[src/rtl/timer_sched_pkg.sv]
// Shared types and defaults for the two-requester shared-timer scheduler.
package timer_sched_pkg;
    typedef enum logic [1:0] {IDLE, ISSUE, WAIT, DONE} state_t;
    localparam int WDOG_DEFAULT = 1023;
    localparam int NUM_REQ      = 2;
endpackage

[src/rtl/timer_sched_rise_detect.sv]
// Registered rising-edge detector: one-cycle pulse the clock after X first reads 1.
module rise_detect (
    input  logic clk,
    input  logic reset,
    input  logic x,
    output logic rise
);
    logic x_q;

    always_ff @(posedge clk or negedge reset) begin
        if (!reset) begin
            x_q  <= 1'b0;
            rise <= 1'b0;
        end else begin
            x_q  <= x;
            rise <= x & ~x_q;
        end
    end
endmodule

[src/rtl/timer_sched.sv]
// Round-robin arbiter sharing one external timer between two requesters,
// with a WAIT-state watchdog that raises a sticky ERR flag.
module timer_sched
    import timer_sched_pkg::*;
#(
    parameter int WDOG_CYCLES = WDOG_DEFAULT
) (
    input  logic         clk,
    input  logic         reset,
    input  logic [1:0]   X,
    input  logic [7:0]   DUR0,
    input  logic [7:0]   DUR1,
    input  logic         RDY,
    output logic         START,
    output logic [7:0]   LOAD,
    output logic [1:0]   Q,
    output logic         BUSY,
    output logic         ERR
);
    localparam int CW = (WDOG_CYCLES < 1) ? 1 : $clog2(WDOG_CYCLES + 1);
    localparam logic [CW-1:0] WDOG_LIM = CW'(WDOG_CYCLES);

    state_t               state, state_nxt;
    logic [NUM_REQ-1:0]   rise, pending, clr;
    logic                 last, grant, gnt_nxt, take;
    logic [7:0]           load_r;
    logic [CW-1:0]        wcnt;
    logic                 err;

    for (genvar i = 0; i < NUM_REQ; i++) begin : g_rd
        rise_detect u_rd (
            .clk   (clk),
            .reset (reset),
            .x     (X[i]),
            .rise  (rise[i])
        );
    end

    // Both pending: serve the one not served last; otherwise whichever is pending.
    always_comb begin
        gnt_nxt = (pending == 2'b11) ? ~last : pending[1];
        take    = (state == IDLE) && (|pending);
        clr     = '0;
        if (take) clr = 2'b01 << gnt_nxt;
    end

    always_comb begin
        state_nxt = state;
        unique case (state)
            IDLE:  if (|pending) state_nxt = ISSUE;
            ISSUE: state_nxt = WAIT;
            WAIT: begin
                if (RDY)                   state_nxt = DONE;
                else if (wcnt == WDOG_LIM) state_nxt = IDLE;
            end
            DONE:  state_nxt = IDLE;
            default: state_nxt = IDLE;
        endcase
    end

    always_ff @(posedge clk or negedge reset) begin
        if (!reset) begin
            state   <= IDLE;
            pending <= '0;
            last    <= 1'b1;
            grant   <= 1'b0;
            load_r  <= '0;
            wcnt    <= '0;
            err     <= 1'b0;
        end else begin
            state   <= state_nxt;
            // A rise landing on the clearing edge re-queues the requester.
            pending <= (pending & ~clr) | rise;
            if (take) begin
                grant  <= gnt_nxt;
                last   <= gnt_nxt;
                load_r <= gnt_nxt ? DUR1 : DUR0;
            end
            wcnt <= (state == WAIT) ? wcnt + 1'b1 : '0;
            if (state == WAIT && !RDY && wcnt == WDOG_LIM) err <= 1'b1;
        end
    end

    assign START = (state == ISSUE);
    assign LOAD  = START ? load_r : 8'h00;
    assign Q     = (state == DONE) ? (2'b01 << grant) : 2'b00;
    assign BUSY  = (state != IDLE);
    assign ERR   = err;
endmodule

[config.mk]
export PLATFORM = sky130hd
export DESIGN_NAME = timer_sched
export DESIGN_NICKNAME = d
export VERILOG_FILES = /design/src/rtl/timer_sched_pkg.sv /design/src/rtl/timer_sched_rise_detect.sv /design/src/rtl/timer_sched.sv
export SDC_FILE = /design/constraint.sdc
export NUM_CORES = 1
export LEC_CHECK = 0
export BUFFER_PORTS_ARGS = -buffer_cell sky130_fd_sc_hd__buf_2
export CELL_PAD_IN_SITES_DETAIL_PLACEMENT = 1
export CELL_PAD_IN_SITES_GLOBAL_PLACEMENT = 1
export CORE_UTILIZATION = 39
export DETAILED_ROUTE_END_ITERATION = 12
export HOLD_SLACK_MARGIN = 0.08
export PLACE_DENSITY = 0.8
export SLEW_MARGIN = 15
export SYNTH_ARGS = -nofsm -noshare
export SYNTH_HDL_FRONTEND = slang
export SYNTH_SLANG_ARGS = --single-unit
[constraint.sdc]
create_clock -name clk -period 1.6 [get_ports clk]
set_input_delay 0.32 -clock clk [delete_from_list [all_inputs] [get_ports clk]]
set_output_delay 0.32 -clock clk [all_outputs]
set_load 0.05 [all_outputs]
# Yosys cells after proc, flatten, opt, wreduce, memory -nomap -nowiden
# Cells that the tools add are included.
# word_totals
ff_bits	29
inputBits	21
out_inout_bits	13
word_cells	47
# op_classes
n_addsub	1
eq_ne	7
shift	2
muxes	10
bitwise	8
reduce_logical	8
# ops
cell	count
8-bit two-way mux	2
10-bit by 1-bit adder with 10-bit output, second input constant	1
10-bit equality test, second input constant	1
10-bit two-way mux	1
2-bit two-way mux	5
2-bit case mux with 4 select lines	1
2-bit equality test, second input constant	3
1-bit by 1-bit << shifter with 2-bit output, first input constant	2
1-bit logical AND	3
3-bit inequality test, second input constant	1
1-bit NOT	3
1-bit bitwise AND	2
2-bit bitwise AND	1
2-bit by 1-bit equality test with 1-bit output, second input constant	1
2-bit logical NOT	1
2-bit by 1-bit inequality test with 1-bit output, second input constant	1
2-bit NOT	1
2-bit OR	1
2-bit AND reduction	1
2-bit nonzero test	1
2-bit OR reduction	1
1-bit logical NOT	1
1-bit two-way mux	1

# Logic depth before layout (Yosys ltp)
# Gate-level depths: netlist (run 1).
# logic_depth
depth_word	7
ltp_mapped	4
mapped_depth_nobuf	4

# Cells and area by module
# From an unflattened synthesis (run 1), not the netlist that was laid out.
# unflattened
cells_unflattened	119
hier_area_um2	1312.5
# modules_own_cells
mod	n_inst	cells_per_inst	area_per_inst_um2	seq_area_each_um2
timer_sched	1	113	1184.9	626.9
rise_detect	2	3	63.8	50.0

# Worst setup path before layout (run 1)
# No wires, ideal clock.
# synth_timing
kind	register to output
startpoint	reg state[0]
endpoint	out LOAD[0]
arrival_ns	1.656
setup_slack_ns	-0.376
path_stages_with_launch	4
path_buffers	1
cell_sequence	dfrtp_1 nor2b_1 clkbuf_1 and2_1
# synth_via
elab_chain_cells	2
# synth_lines
item	line	text
start, declared	timer_sched.sv:23	state_t state, state_nxt;
start signal, assigned	timer_sched.sv:71	state <= state_nxt;
2-bit by 1-bit equality test with 1-bit output	timer_sched.sv:84	assign START = (state == ISSUE);
via START	timer_sched.sv:14	output logic START,
8-bit two-way mux	timer_sched.sv:85	assign LOAD = START ? load_r : 8'h00;
end, declared	timer_sched.sv:15	output logic [7:0] LOAD,
# The timed path passes the listed nets, and every way through them passes these cells.

# Worst setup path after layout (run 1)
# layout_timing
startpoint	reg state[1]
endpoint	out BUSY
# layout_via
elab_chain_cells	1
# layout_lines
item	line	text
2-bit nonzero test	timer_sched.sv:87	assign BUSY = (state != IDLE);
end, declared	timer_sched.sv:17	output logic BUSY,
# No other way between the ends.

==> results of run 1 <==
layout make-up:
| class | instances | area (sq um) | area share (%) |
|---|---|---|---|
| flip-flops and latches | 29 | 729.5 | 39.47 |
| multi-input cells | 80 | 619.3 | 33.51 |
| repair buffers | 44 | 359.1 | 19.43 |
| clock buffers | 7 | 65.06 | 3.521 |
| well taps | 44 | 55.05 | 2.979 |
| inverters | 4 | 15.01 | 0.8125 |
| clock inverters | 1 | 5.005 | 0.2708 |
flip-flops by register name, indices dropped and copies added, names as in the netlist, 2 cells and up:
signal and count:
state 2, load_r 8, wcnt 10, pending 2, g_rd.u_rd.rise 2, g_rd.u_rd.x_q 2
Yosys cell counts (all sizes together):
| cell type | n |
|---|---|
| dfrtp | 28 |
| nand2b | 1 |
| nor2 | 7 |
| a21o | 3 |
| clkbuf | 4 |
| o21bai | 3 |
| nand3 | 4 |
| xor2 | 2 |
| o211a | 1 |
| ha | 1 |
| or4 | 2 |
| and3 | 1 |
| o31ai | 2 |
| inv | 4 |
| a21oi | 4 |
| or3 | 2 |
| a2111oi | 1 |
| nand3b | 1 |
| and2 | 9 |
| o21a | 2 |
| mux2i | 1 |
| nand2 | 4 |
| buf | 2 |
| a21boi | 8 |
| nor3 | 2 |
| dfstp | 1 |
| a221o | 8 |
| o21ai | 2 |
| nand4 | 2 |
| or2 | 1 |
| xnor2 | 1 |
| nor2b | 4 |
layer usage:
layer,part of all wire (%),routed length (microns),track usage [%],up-vias
met5,0,0,0,-
met1,41,1466,26.63,536
met4,1.6,55,9.635,0
li1,-,-,-,518
met2,53,1887,38.73,28
met3,3.8,133,6.061,7
worst max-delay path by stage:
stage                         end  slack, ns  cells past startpoint
after floorplan           LOAD[0]       0.03                      3
after global placement    LOAD[0]       0.22                      4
after detailed placement  LOAD[1]       0.16                      4
after CTS                    BUSY      -0.06                      4
after global routing         BUSY      -0.13                      4
final                        BUSY      -0.07                      4
worst register-to-register path: stages (launching register included):
cell       delay, ns
dfrtp_2         0.48
buf_6           0.16
buf_4           0.14
a2111oi_4       0.28
buf_4           0.23
a221o_1         0.17
power by group through the flow:
stage                     sequential [uW]  clock, uW  combinational (uW)
after global placement               1060          0                1380
after floorplan                      1060          0                1000
after CTS                            1100        535                1680
final                                1140        526                1860
after global routing                 1170        562                1980
after detailed placement             1080          0                1440
per-stage QoR:
stage | worst slack [ns] | utilization [%] | hold slack (ns)
floorplan | 0.03283 | - | 0.02441
global placement | 0.2246 | 50.12 | 0.3770
detailed placement | 0.1555 | 50.12 | 0.3781
CTS | -0.06425 | 56.52 | 0.08326
global route | -0.1307 | 59.08 | 0.07867
finish | -0.06672 | 59.08 | 0.09593
kinds of logic (layout without fill, tap and decap cells):
family,after synthesis,in the layout
XOR/XNOR,3,3
multiplexers,1,1
buffers and inverters,10,56
AND/OR/NAND/NOR,40,41
adder cells (fa/ha/maj),1,1
flip-flops,29,29
AO/OA/AOI/OAI,34,34
repair_timing:
item	in CTS	in global routing
endpoints found under the hold margin	28	0
gates resized for setup	38	15
setup buffers	2	3
pin swaps	4	10
setup endpoints to repair	12	12
hold buffers	1	0
cloned	1	0
==> summary.txt, run 1 <==
Place
  • IO buf count: 33
  • GPL Wtd Cong: 0.7657
  • Placed inst area: 0.001568 sq mm
  • Post-DP HPWL: 2.363 mm
  • Placed cell count: 196

Power
  • Internal power: 2062 uW
  • Clock power share: 14.9%
  • Sw Pwr: 1462 uW
  • Pwr Total: 3525 uW
  • Maximum vdd drop: 0.8516 mV
  • P_leak: 0.0008676 uW
  • Switching power share of the total: 41.49%
  • Comb power frac: 52.8%
  • PwrDens: 1907 mW/mm^2
  • Flop pwr share: 32.3%

Drt
  • Routed len/inst: 16.95 microns
  • Drt pass-1 iters: 4
  • Drt via density: 5.211
  • DRT antenna net count: 0
  • Routed wire length: 3.542 mm
  • DRC viols: 0
  • Via count: 1089
  • DR iter-0 viols: 31

Critical path
  • CP Buf/Inv Count: 3
  • CP Cell Sequence: nor2_2 > buf_4 > inv_1 > buf_4
  • Crit path max-delay cell type: dfrtp_2
  • Crit-path max FO: 5
  • Flop2flop setup slack: 0.09 ns
  • Worst r2r src: state[1]$_DFFE_PN0P_
  • Critical Path End Type: primary output
  • CP Launch Point: state[1]$_DFFE_PN0P_
  • Crit path launch type: flop
  • Delay-heaviest family, CP: flip-flops
  • WS Path Type: flop to primary output
  • Worst R2R End: load_r[0]$_DFFE_PN0N_
  • Worst Reg-to-Reg Cells: 5
  • Worst path arrival time: 1.35 ns
  • Worst path most repeated cell: buf_4
  • Critical Path RT: 1.28 ns
  • CP max stage delay: 0.48 ns

Layout
  • Ant diodes: 0
  • Commonest non-fill, non-tap cells in the layout: dfrtp_1 (26), buf_2 (21), buf_4 (10), buf_8 (9)
  • Non-filler cells, final: 209
  • Commonest non-fill, non-tap cell in the layout: dfrtp_1
  • Layout cells sized above 1: 43.03%
  • # fillers: 334
  • Area Growth Syn to Fin: 41.07%
  • Nets: 186
  • Final instance area: 0.001848 sq mm

Synthesis
  • Top cells by area, synth: dfrtp_1 (53%), a221o_1 (6.1%), a21boi_0 (4.6%), and2_1 (4.3%), dfstp_2 (2.0%)
  • Share of the synthesized area in the top cell type: 53.49%
  • Synth Area in Simple Gates: 17.10%
  • Multiplexer area fraction after synthesis: 0.7641%
  • Ys Warns: 0
  • Register bit count reported by yosys: 29
  • Adder-Cell Fraction of Synth Area: 0.9551%
  • Yosys top cell by area: dfrtp_1
  • Post-synthesis compound-gate area fraction: 20.63%
  • Synth cell types: 33
  • XOR/XNOR Fraction of Synth Area: 2.006%
  • Mapped Nets: 140
  • Largest family of logic cells by synthesized area: compound AO/OA/AOI/OAI gates
  • Cells after Synth: 118
  • Seq/Total Area, Yosys: 55.49%
  • Mapped cell area: 0.001310 sq mm
  • Avg Inst Size Synth: 11.10 sq um

Timing
  • Final Critical Period: 1.667 ns
  • RSZ-0062 raised after global routing: true
  • Worst-Margin Slew: 0.6571 ns
  • PnR worst setup slack: -0.06672 ns
  • Worst Clk Skew: 0.006407 ns
  • Final Hold Vio Count: 0
  • Setup TNS: -0.4075 ns
  • Maximum clock frequency: 600.0 MHz
  • Pins Over Slew Limit: 0
  • Relative slew slack: 56.19%
  • Setup violations, final: 9
  • Final worst-path cycle share: 104.2%

Clock tree
  • CTS clk-pin slew, worst paths: 0.09 ns
  • TritonCTS clock tree: done
  • Max Root-Sink Buffers: 2
  • Latest clock arrival within the worst-skew pair: 0.34 ns
  • Sink Count: 29
  • CTS H-tree lvls: 2
  • Clk root buf: clkbuf_4
  • Total CTS buffers: 5

Hold path
  • Hold Path Stages: 1
  • Hold Path Class: input pin to flop
  • Hold_sp: X[1]
  • Worst Hold Path EP: g_rd[1].u_rd.x_q$_DFF_PN0_

Floorplan
  • Chip Height: 59.96 microns
  • Rows: 20
  • Die Wd: 59.96 microns
  • Core Box Area: 0.003128 sq mm
  • Initial Utilization: 41.88%
  • Io pins: 34
  • Die area: 0.003595 sq mm

GRT
  • First-pass GRT wire length: 5.658 mm
  • Initial antenna violation count: 0
  • Gr usage total: 22.65%
  • GR Overflow Total: 0
  • Largest net degree at the start of global routing: 30
  • Vias in the first global route: 1142

Run status
  • Failing checks: setup timing
  • Status: finished with violations

Run
  • # Max-Cap Violations: 0
Power figures use the tool's default switching activity.
==> run 2, diff against run 1 <==
--- a/config.mk
+++ b/config.mk
@@ -8,6 +8,7 @@
 export BUFFER_PORTS_ARGS = -buffer_cell sky130_fd_sc_hd__buf_2
 export CELL_PAD_IN_SITES_DETAIL_PLACEMENT = 1
 export CELL_PAD_IN_SITES_GLOBAL_PLACEMENT = 1
+export CORE_ASPECT_RATIO = 1.5
 export CORE_UTILIZATION = 39
 export DETAILED_ROUTE_END_ITERATION = 12
 export HOLD_SLACK_MARGIN = 0.08
==> run 2 against run 1 <==
Against the previous run: the flow still finishes with violations (setup timing); hold slack improved by 0.058 ns; fmax increased by 0.82%; worst setup slack improved by 0.014 ns; clock power increased by 30%; die area increased by 0.13%; first-iteration DRC count decreased by 19%; global-route usage decreased by 1.6 points; combinational power decreased by 9.7%; sequential share of layout area increased by 1.1 points; critical path type unchanged; largest power group unchanged.
==> summary.txt, run 2 (same netlist as run 1, synthesis figures left out) <==
Run status
  • Status: finished with violations (unchanged)
  • Failing checks: setup timing (unchanged)

Clock tree
  • Max Root-Sink Buffers: 2 (unchanged)
  • CTS clk-pin slew, worst paths: 0.07 ns (was 0.09 ns)
  • TritonCTS clock tree: done (unchanged)
  • Total CTS buffers: 5 (unchanged)
  • Clk root buf: clkbuf_8 (was clkbuf_4)
  • CTS H-tree lvls: 2 (unchanged)
  • Latest clock arrival within the worst-skew pair: 0.29 ns (was 0.34 ns)
  • Sink Count: 29 (unchanged)

Drt
  • DRT antenna net count: 0 (unchanged)
  • Via count: 1083 (was 1089)
  • Drt via density: 5.335 (was 5.211)
  • Routed wire length: 3.552 mm (was 3.542 mm)
  • DR iter-0 viols: 25 (was 31)
  • Drt pass-1 iters: 4 (unchanged)
  • DRC viols: 0 (unchanged)
  • Routed len/inst: 17.50 microns (was 16.95 microns)

Power
  • Sw Pwr: 1412 uW (was 1462 uW)
  • P_leak: 0.0008551 uW (was 0.0008676 uW)
  • Switching power share of the total: 40.58% (was 41.49%)
  • PwrDens: 1936 mW/mm^2 (was 1907 mW/mm^2)
  • Pwr Total: 3478 uW (was 3525 uW)
  • Internal power: 2067 uW (was 2062 uW)
  • Comb power frac: 48.3% (was 52.8%)
  • Maximum vdd drop: 1.189 mV (was 0.8516 mV)
  • Clock power share: 19.6% (was 14.9%)
  • Flop pwr share: 32.1% (was 32.3%)

GRT
  • Gr usage total: 21.05% (was 22.65%)
  • GR Overflow Total: 0 (unchanged)
  • Vias in the first global route: 1149 (was 1142)
  • Initial antenna violation count: 0 (unchanged)
  • First-pass GRT wire length: 5.451 mm (was 5.658 mm)
  • Largest net degree at the start of global routing: 30 (unchanged)

Place
  • IO buf count: 33 (unchanged)
  • GPL Wtd Cong: 0.7611 (was 0.7657)
  • Place WS: 0.1384 ns (was 0.1555 ns)
  • Post-DP HPWL: 2.305 mm (was 2.363 mm)
  • Placed inst area: 0.001555 sq mm (was 0.001568 sq mm)

Critical path
  • CP Buf/Inv Count: 3 (unchanged)
  • Flop2flop setup slack: 0.09 ns (about the same)
  • Critical Path End Type: primary output (unchanged)
  • Critical Path RT: 1.28 ns (about the same)
  • CP max stage delay: 0.47 ns (was 0.48 ns)
  • Crit path launch type: flop (unchanged)
  • Crit-path max FO: 5 (unchanged)
  • Worst path arrival time: 1.33 ns (was 1.35 ns)
  • CP Cell Sequence: nor2_1 > buf_4 > inv_1 > buf_2 (was nor2_2 > buf_4 > inv_1 > buf_4)
  • WS Path Type: flop to primary output (unchanged)
  • Delay-heaviest family, CP: flip-flops (unchanged)
  • Crit path max-delay cell type: dfrtp_2 (unchanged)

Timing
  • Relative slew slack: 55.82% (was 56.19%)
  • Final worst-path cycle share: 103.3% (was 104.2%)
  • Final Critical Period: 1.653 ns (was 1.667 ns)
  • Setup violations, final: 3 (was 9)
  • Setup TNS: -0.05784 ns (was -0.4075 ns)
  • Pins Over Slew Limit: 0 (unchanged)
  • Worst-Margin Slew: 0.6627 ns (was 0.6571 ns)
  • Maximum clock frequency: 604.9 MHz (was 600.0 MHz)
  • Final Hold Vio Count: 0 (unchanged)
  • PnR worst setup slack: -0.05313 ns (was -0.06672 ns)
  • RSZ-0062 raised after global routing: true (unchanged)
  • Hold_ws: 0.1535 ns (was 0.09593 ns)
  • Worst Clk Skew: 0.005027 ns (was 0.006407 ns)

Floorplan
  • Die area: 0.003599 sq mm (was 0.003595 sq mm)
  • Die Wd: 49.32 microns (was 59.96 microns)
  • Core Box Area: 0.003191 sq mm (was 0.003128 sq mm)
  • Io pins: 34 (unchanged)
  • Initial Utilization: 41.06% (was 41.88%)
  • Chip Height: 72.98 microns (was 59.96 microns)
  • Rows: 25 (was 20)

Layout
  • Layout cells sized above 1: 39.88% (was 43.03%)
  • Commonest non-fill, non-tap cell in the layout: dfrtp_1 (unchanged)
  • Nets: 184 (was 186)
  • Final instance area: 0.001797 sq mm (was 0.001848 sq mm)
  • Area Growth Syn to Fin: 37.15% (was 41.07%)
  • Ant diodes: 0 (unchanged)
  • Max reg flops: 10 (unchanged)
  • Commonest non-fill, non-tap cells in the layout: dfrtp_1 (27), buf_2 (23), a21boi_0 (8), a221o_1 (8), buf_4 (8) (was dfrtp_1 (26), buf_2 (21), buf_4 (10), buf_8 (9))
  • Largest regs: wcnt (10), load_r (8) (unchanged)
  • Largest Register: wcnt (unchanged)

Hold path
  • Hold Path Class: input pin to flop (unchanged)

Run
  • # Max-Cap Violations: 0 (unchanged)
-- run 2: per-layer routing --
layer / routed length (microns) / vias to the layer above / track usage [%]
li1: - / 513 / -
met5: 0 / - / 0
met3: 142 / 9 / 5.833
met4: 90 / 0 / 11.44
met2: 1938 / 35 / 36.99
met1: 1381 / 526 / 22.61
-- run 2: repair_timing --
action                                 4_1_cts  5_1_grt
pin swaps                                    0        0
endpoints found under the hold margin       28        0
buffers inserted                             1        2
setup endpoints to repair                   12       11
resized for setup                           22       13
hold buffers                                 1        0
gates cloned                                 0        1
-- run 2: power by group through the flow --
stage / sequential, uW / clock (uW) / combinational [uW]
2_1_floorplan: 1060 / 0 / 1000
3_3_place_gp: 1080 / 0 / 1330
3_5_place_dp: 1090 / 0 / 1400
4_1_cts: 1090 / 703 / 1550
5_1_grt: 1140 / 724 / 1790
6_report: 1120 / 682 / 1680
-- run 2: final timing paths --
path                                            startpoint                          end  cells after the start
min in group asynchronous                            reset        load_r[5]$_DFFE_PN0N_                      2
worst min register to register  g_rd[0].u_rd.x_q$_DFF_PN0_  g_rd[0].u_rd.rise$_DFF_PN0_                      1
max in group asynchronous                            reset         state[1]$_DFFE_PN0P_                      2
worst max-delay path                  state[1]$_DFFE_PN0P_                         BUSY                      4
worst max register to register        state[1]$_DFFE_PN0P_        load_r[4]$_DFFE_PN0N_                      5
worst min-delay path                                  X[0]   g_rd[0].u_rd.x_q$_DFF_PN0_                      1
-- run 2: through the flow --
stage | instances | util [%]
final | 203 | 56.31
after floorplan | 118 | -
after global placement | 191 | 48.75
after CTS | 200 | 54.35
after global routing | 203 | 56.31
after detailed placement | 191 | 48.75
-- run 2: layout make-up --
| cell class | count | area, sq um |
|---|---|---|
| Fill cell | 361 | 1394 |
| Inverter | 4 | 15.01 |
| Clock inverter | 1 | 5.005 |
| Sequential cell | 29 | 728.2 |
| Timing Repair Buffer | 42 | 320.3 |
| Tap cell | 40 | 50.05 |
| Clock buffer | 7 | 96.34 |
| Multi-Input combinational cell | 80 | 581.8 |
-- run 2: worst register-to-register path: stages, from the launching register on --
cell      delay, ns
dfrtp_2        0.47
nor2_1         0.19
buf_4          0.15
buf_4          0.16
a21boi_0       0.12
a221o_1        0.29
==> run 3, diff against run 2 <==
--- a/config.mk
+++ b/config.mk
@@ -13,6 +13,7 @@
 export DETAILED_ROUTE_END_ITERATION = 12
 export HOLD_SLACK_MARGIN = 0.08
 export PLACE_DENSITY = 0.8
+export SKIP_LAST_GASP = 1
 export SLEW_MARGIN = 15
 export SYNTH_ARGS = -nofsm -noshare
 export SYNTH_HDL_FRONTEND = slang
==> run 3 against run 2 <==
Against the previous run: via count rose by 2.0%; highest routed layer unchanged; worst setup slack worse by 0.022 ns; the run still ends with setup timing left; largest cell class unchanged; critical path depth did not move; sequential power is essentially flat.
==> summary.txt, run 3 (same netlist as run 1, synthesis figures left out) <==
Run
  • # Max-Cap Violations: 0 (unchanged)

Layout
  • Commonest non-fill, non-tap cell in the layout: dfrtp_1 (unchanged)
  • Commonest non-fill, non-tap cells in the layout: dfrtp_1 (27), buf_2 (23), buf_4 (9), a21boi_0 (8), a221o_1 (8) (was dfrtp_1 (27), buf_2 (23), a21boi_0 (8), a221o_1 (8), buf_4 (8))
  • Largest Register: wcnt (unchanged)
  • Final core occ: 56.08% (was 56.31%)
  • Nets: 184 (unchanged)
  • # fillers: 361 (unchanged)
  • Area occupied by multi-input gates: 581.8 sq um (unchanged)
  • Area Growth Syn to Fin: 36.58% (was 37.15%)
  • Max reg flops: 10 (unchanged)
  • Final instance area: 0.001789 sq mm (was 0.001797 sq mm)
  • Largest regs: wcnt (10), load_r (8) (unchanged)
  • Layout cells sized above 1: 39.88% (unchanged)
  • Register area: 728.2 sq um (unchanged)
  • Ant diodes: 0 (unchanged)

Place
  • Placed inst area: 0.001555 sq mm (unchanged)
  • IO buf count: 33 (unchanged)
  • Post-DP HPWL: 2.305 mm (unchanged)
  • Place WS: 0.1384 ns (unchanged)
  • GPL Wtd Cong: 0.7611 (unchanged)

Power
  • P_leak: 0.0008532 uW (was 0.0008551 uW)
  • Maximum vdd drop: 1.158 mV (was 1.189 mV)
  • Pwr Total: 3481 uW (was 3478 uW)
  • PwrDens: 1946 mW/mm^2 (was 1936 mW/mm^2)

Floorplan
  • Die Wd: 49.32 microns (unchanged)
  • Die area: 0.003599 sq mm (unchanged)
  • Core Box Area: 0.003191 sq mm (unchanged)
  • Io pins: 34 (unchanged)
  • Initial Utilization: 41.06% (unchanged)
  • Chip Height: 72.98 microns (unchanged)
  • Rows: 25 (unchanged)

Critical path
  • Worst r2r src: state[1]$_DFFE_PN0P_ (unchanged)
  • Crit-path max FO: 5 (unchanged)
  • Setup crit end: BUSY (unchanged)
  • Critical Path End Type: primary output (unchanged)
  • Crit path launch type: flop (unchanged)
  • Critical Path RT: 1.28 ns (about the same)
  • Flop2flop setup slack: 0.08 ns (was 0.09 ns)
  • Worst R2R End: load_r[4]$_DFFE_PN0N_ (unchanged)
  • WS Path Type: flop to primary output (unchanged)
  • Worst Reg-to-Reg Cells: 5 (unchanged)
  • Worst path arrival time: 1.36 ns (was 1.33 ns)
  • CP Launch Point: state[1]$_DFFE_PN0P_ (unchanged)

GRT
  • Vias in the first global route: 1149 (unchanged)
  • GRT met2 Usage: 36.99% (unchanged)
  • First-pass GRT wire length: 5.451 mm (unchanged)
  • Largest net degree at the start of global routing: 30 (unchanged)
  • Grt peak-use layer: met2 (unchanged)
  • GR Util met1: 22.61% (unchanged)
  • Gr usage total: 21.05% (unchanged)
  • GR Overflow Total: 0 (unchanged)
  • GR Util met3: 5.833% (unchanged)
  • Initial antenna violation count: 0 (unchanged)

Timing
  • Final Hold Vio Count: 0 (unchanged)
  • Setup TNS: -0.1551 ns (was -0.05784 ns)
  • Final worst-path cycle share: 104.7% (was 103.3%)
  • Maximum clock frequency: 596.8 MHz (was 604.9 MHz)
  • Pins Over Slew Limit: 0 (unchanged)
  • Worst Clk Skew: 0.005560 ns (was 0.005027 ns)
  • RSZ-0062 raised after global routing: true (unchanged)
  • Final Critical Period: 1.675 ns (was 1.653 ns)
  • PnR worst setup slack: -0.07548 ns (was -0.05313 ns)
  • Worst-Margin Slew: 0.6606 ns (was 0.6627 ns)
  • Setup violations, final: 6 (was 3)
  • Relative slew slack: 55.96% (was 55.82%)

Drt
  • Drt via density: 5.443 (was 5.335)
  • DRC viols: 0 (unchanged)
  • DRT antenna net count: 0 (unchanged)
  • Drt pass-1 iters: 3 (was 4)
  • Routed wire length: 3.620 mm (was 3.552 mm)
  • Routed len/inst: 17.83 microns (was 17.50 microns)
  • Via count: 1105 (was 1083)
  • DR iter-0 viols: 15 (was 25)

Run status
  • Status: finished with violations (unchanged)
  • Failing checks: setup timing (unchanged)

Clock tree
  • TritonCTS clock tree: done (unchanged)
  • Total CTS buffers: 5 (unchanged)
  • CTS clk-pin slew, worst paths: 0.07 ns (about the same)
  • CTS H-tree lvls: 2 (unchanged)
  • Latest clock arrival within the worst-skew pair: 0.29 ns (about the same)
  • Max Root-Sink Buffers: 2 (unchanged)
  • Sink Count: 29 (unchanged)
  • Clk root buf: clkbuf_8 (unchanged)

Hold path
  • Hold Path Stages: 1 (unchanged)
  • Hold Path Class: input pin to flop (unchanged)
-- run 3: cell types whose count changed in the layout (fill, tap and decap cells not counted) --
cell / change
buf_4: +1
buf_8: -1
-- run 3: what timing repair did --
action,4_1_cts,5_1_grt
gates cloned,0,1
buffers inserted,1,2
endpoints found under the setup margin,12,11
resized for setup,22,11
hold buffers,1,0
endpoints found under the hold margin,28,0
-- run 3: worst min path at each step --
stage	start	endpoint	slack, ns
after CTS	X[0]	g_rd[0].u_rd.x_q$_DFF_PN0_	0.14
after floorplan	reset	ERR$_DFFE_PN0P_	0.02
after global placement	reset	wcnt[2]$_DFF_PN0_	0.37
final	X[0]	g_rd[0].u_rd.x_q$_DFF_PN0_	0.15
after detailed placement	reset	wcnt[3]$_DFF_PN0_	0.39
after global routing	X[1]	g_rd[1].u_rd.x_q$_DFF_PN0_	0.14
-- run 3: per-stage QoR --
| stage | hold WS, ns | instances |
|---|---|---|
| final | 0.1530 | 203 |
| after global routing | 0.1416 | 203 |
| after CTS | 0.1379 | 200 |
| after detailed placement | 0.3853 | 191 |
| after global placement | 0.3692 | 191 |
| after floorplan | 0.02441 | 118 |
-- run 3: where the power goes --
| group | switching, uW | internal (uW) | total, uW |
|---|---|---|---|
| registers | 172 | 947 | 1120 |
| logic | 956 | 721 | 1680 |
| clock network | 297 | 388 | 685 |
| total | 1420 | 2060 | 3480 |
-- run 3: layout make-up --
| cell class | count | share of cell area, % |
|---|---|---|
| clock inverters | 1 | 0.2797 |
| inverters | 4 | 0.8392 |
| multi-input cells | 80 | 32.52 |
| clock buffers | 7 | 5.385 |
| flip-flops and latches | 29 | 40.70 |
| well taps | 40 | 2.797 |
| repair buffers | 42 | 17.48 |
-- run 3: worst max-delay path: stages (launching register included) --
cell	delay, ns
dfrtp_2	0.48
nor2_1	0.20
buf_4	0.16
inv_1	0.03
buf_2	0.20
-- run 3: per-layer routing --
layer	vias up	routed length [microns]	part of all wire [%]
met2	33	1939	54
met3	9	139	3.8
li1	513	-	-
met4	0	90	2.5
met5	-	0	0
met1	550	1451	40
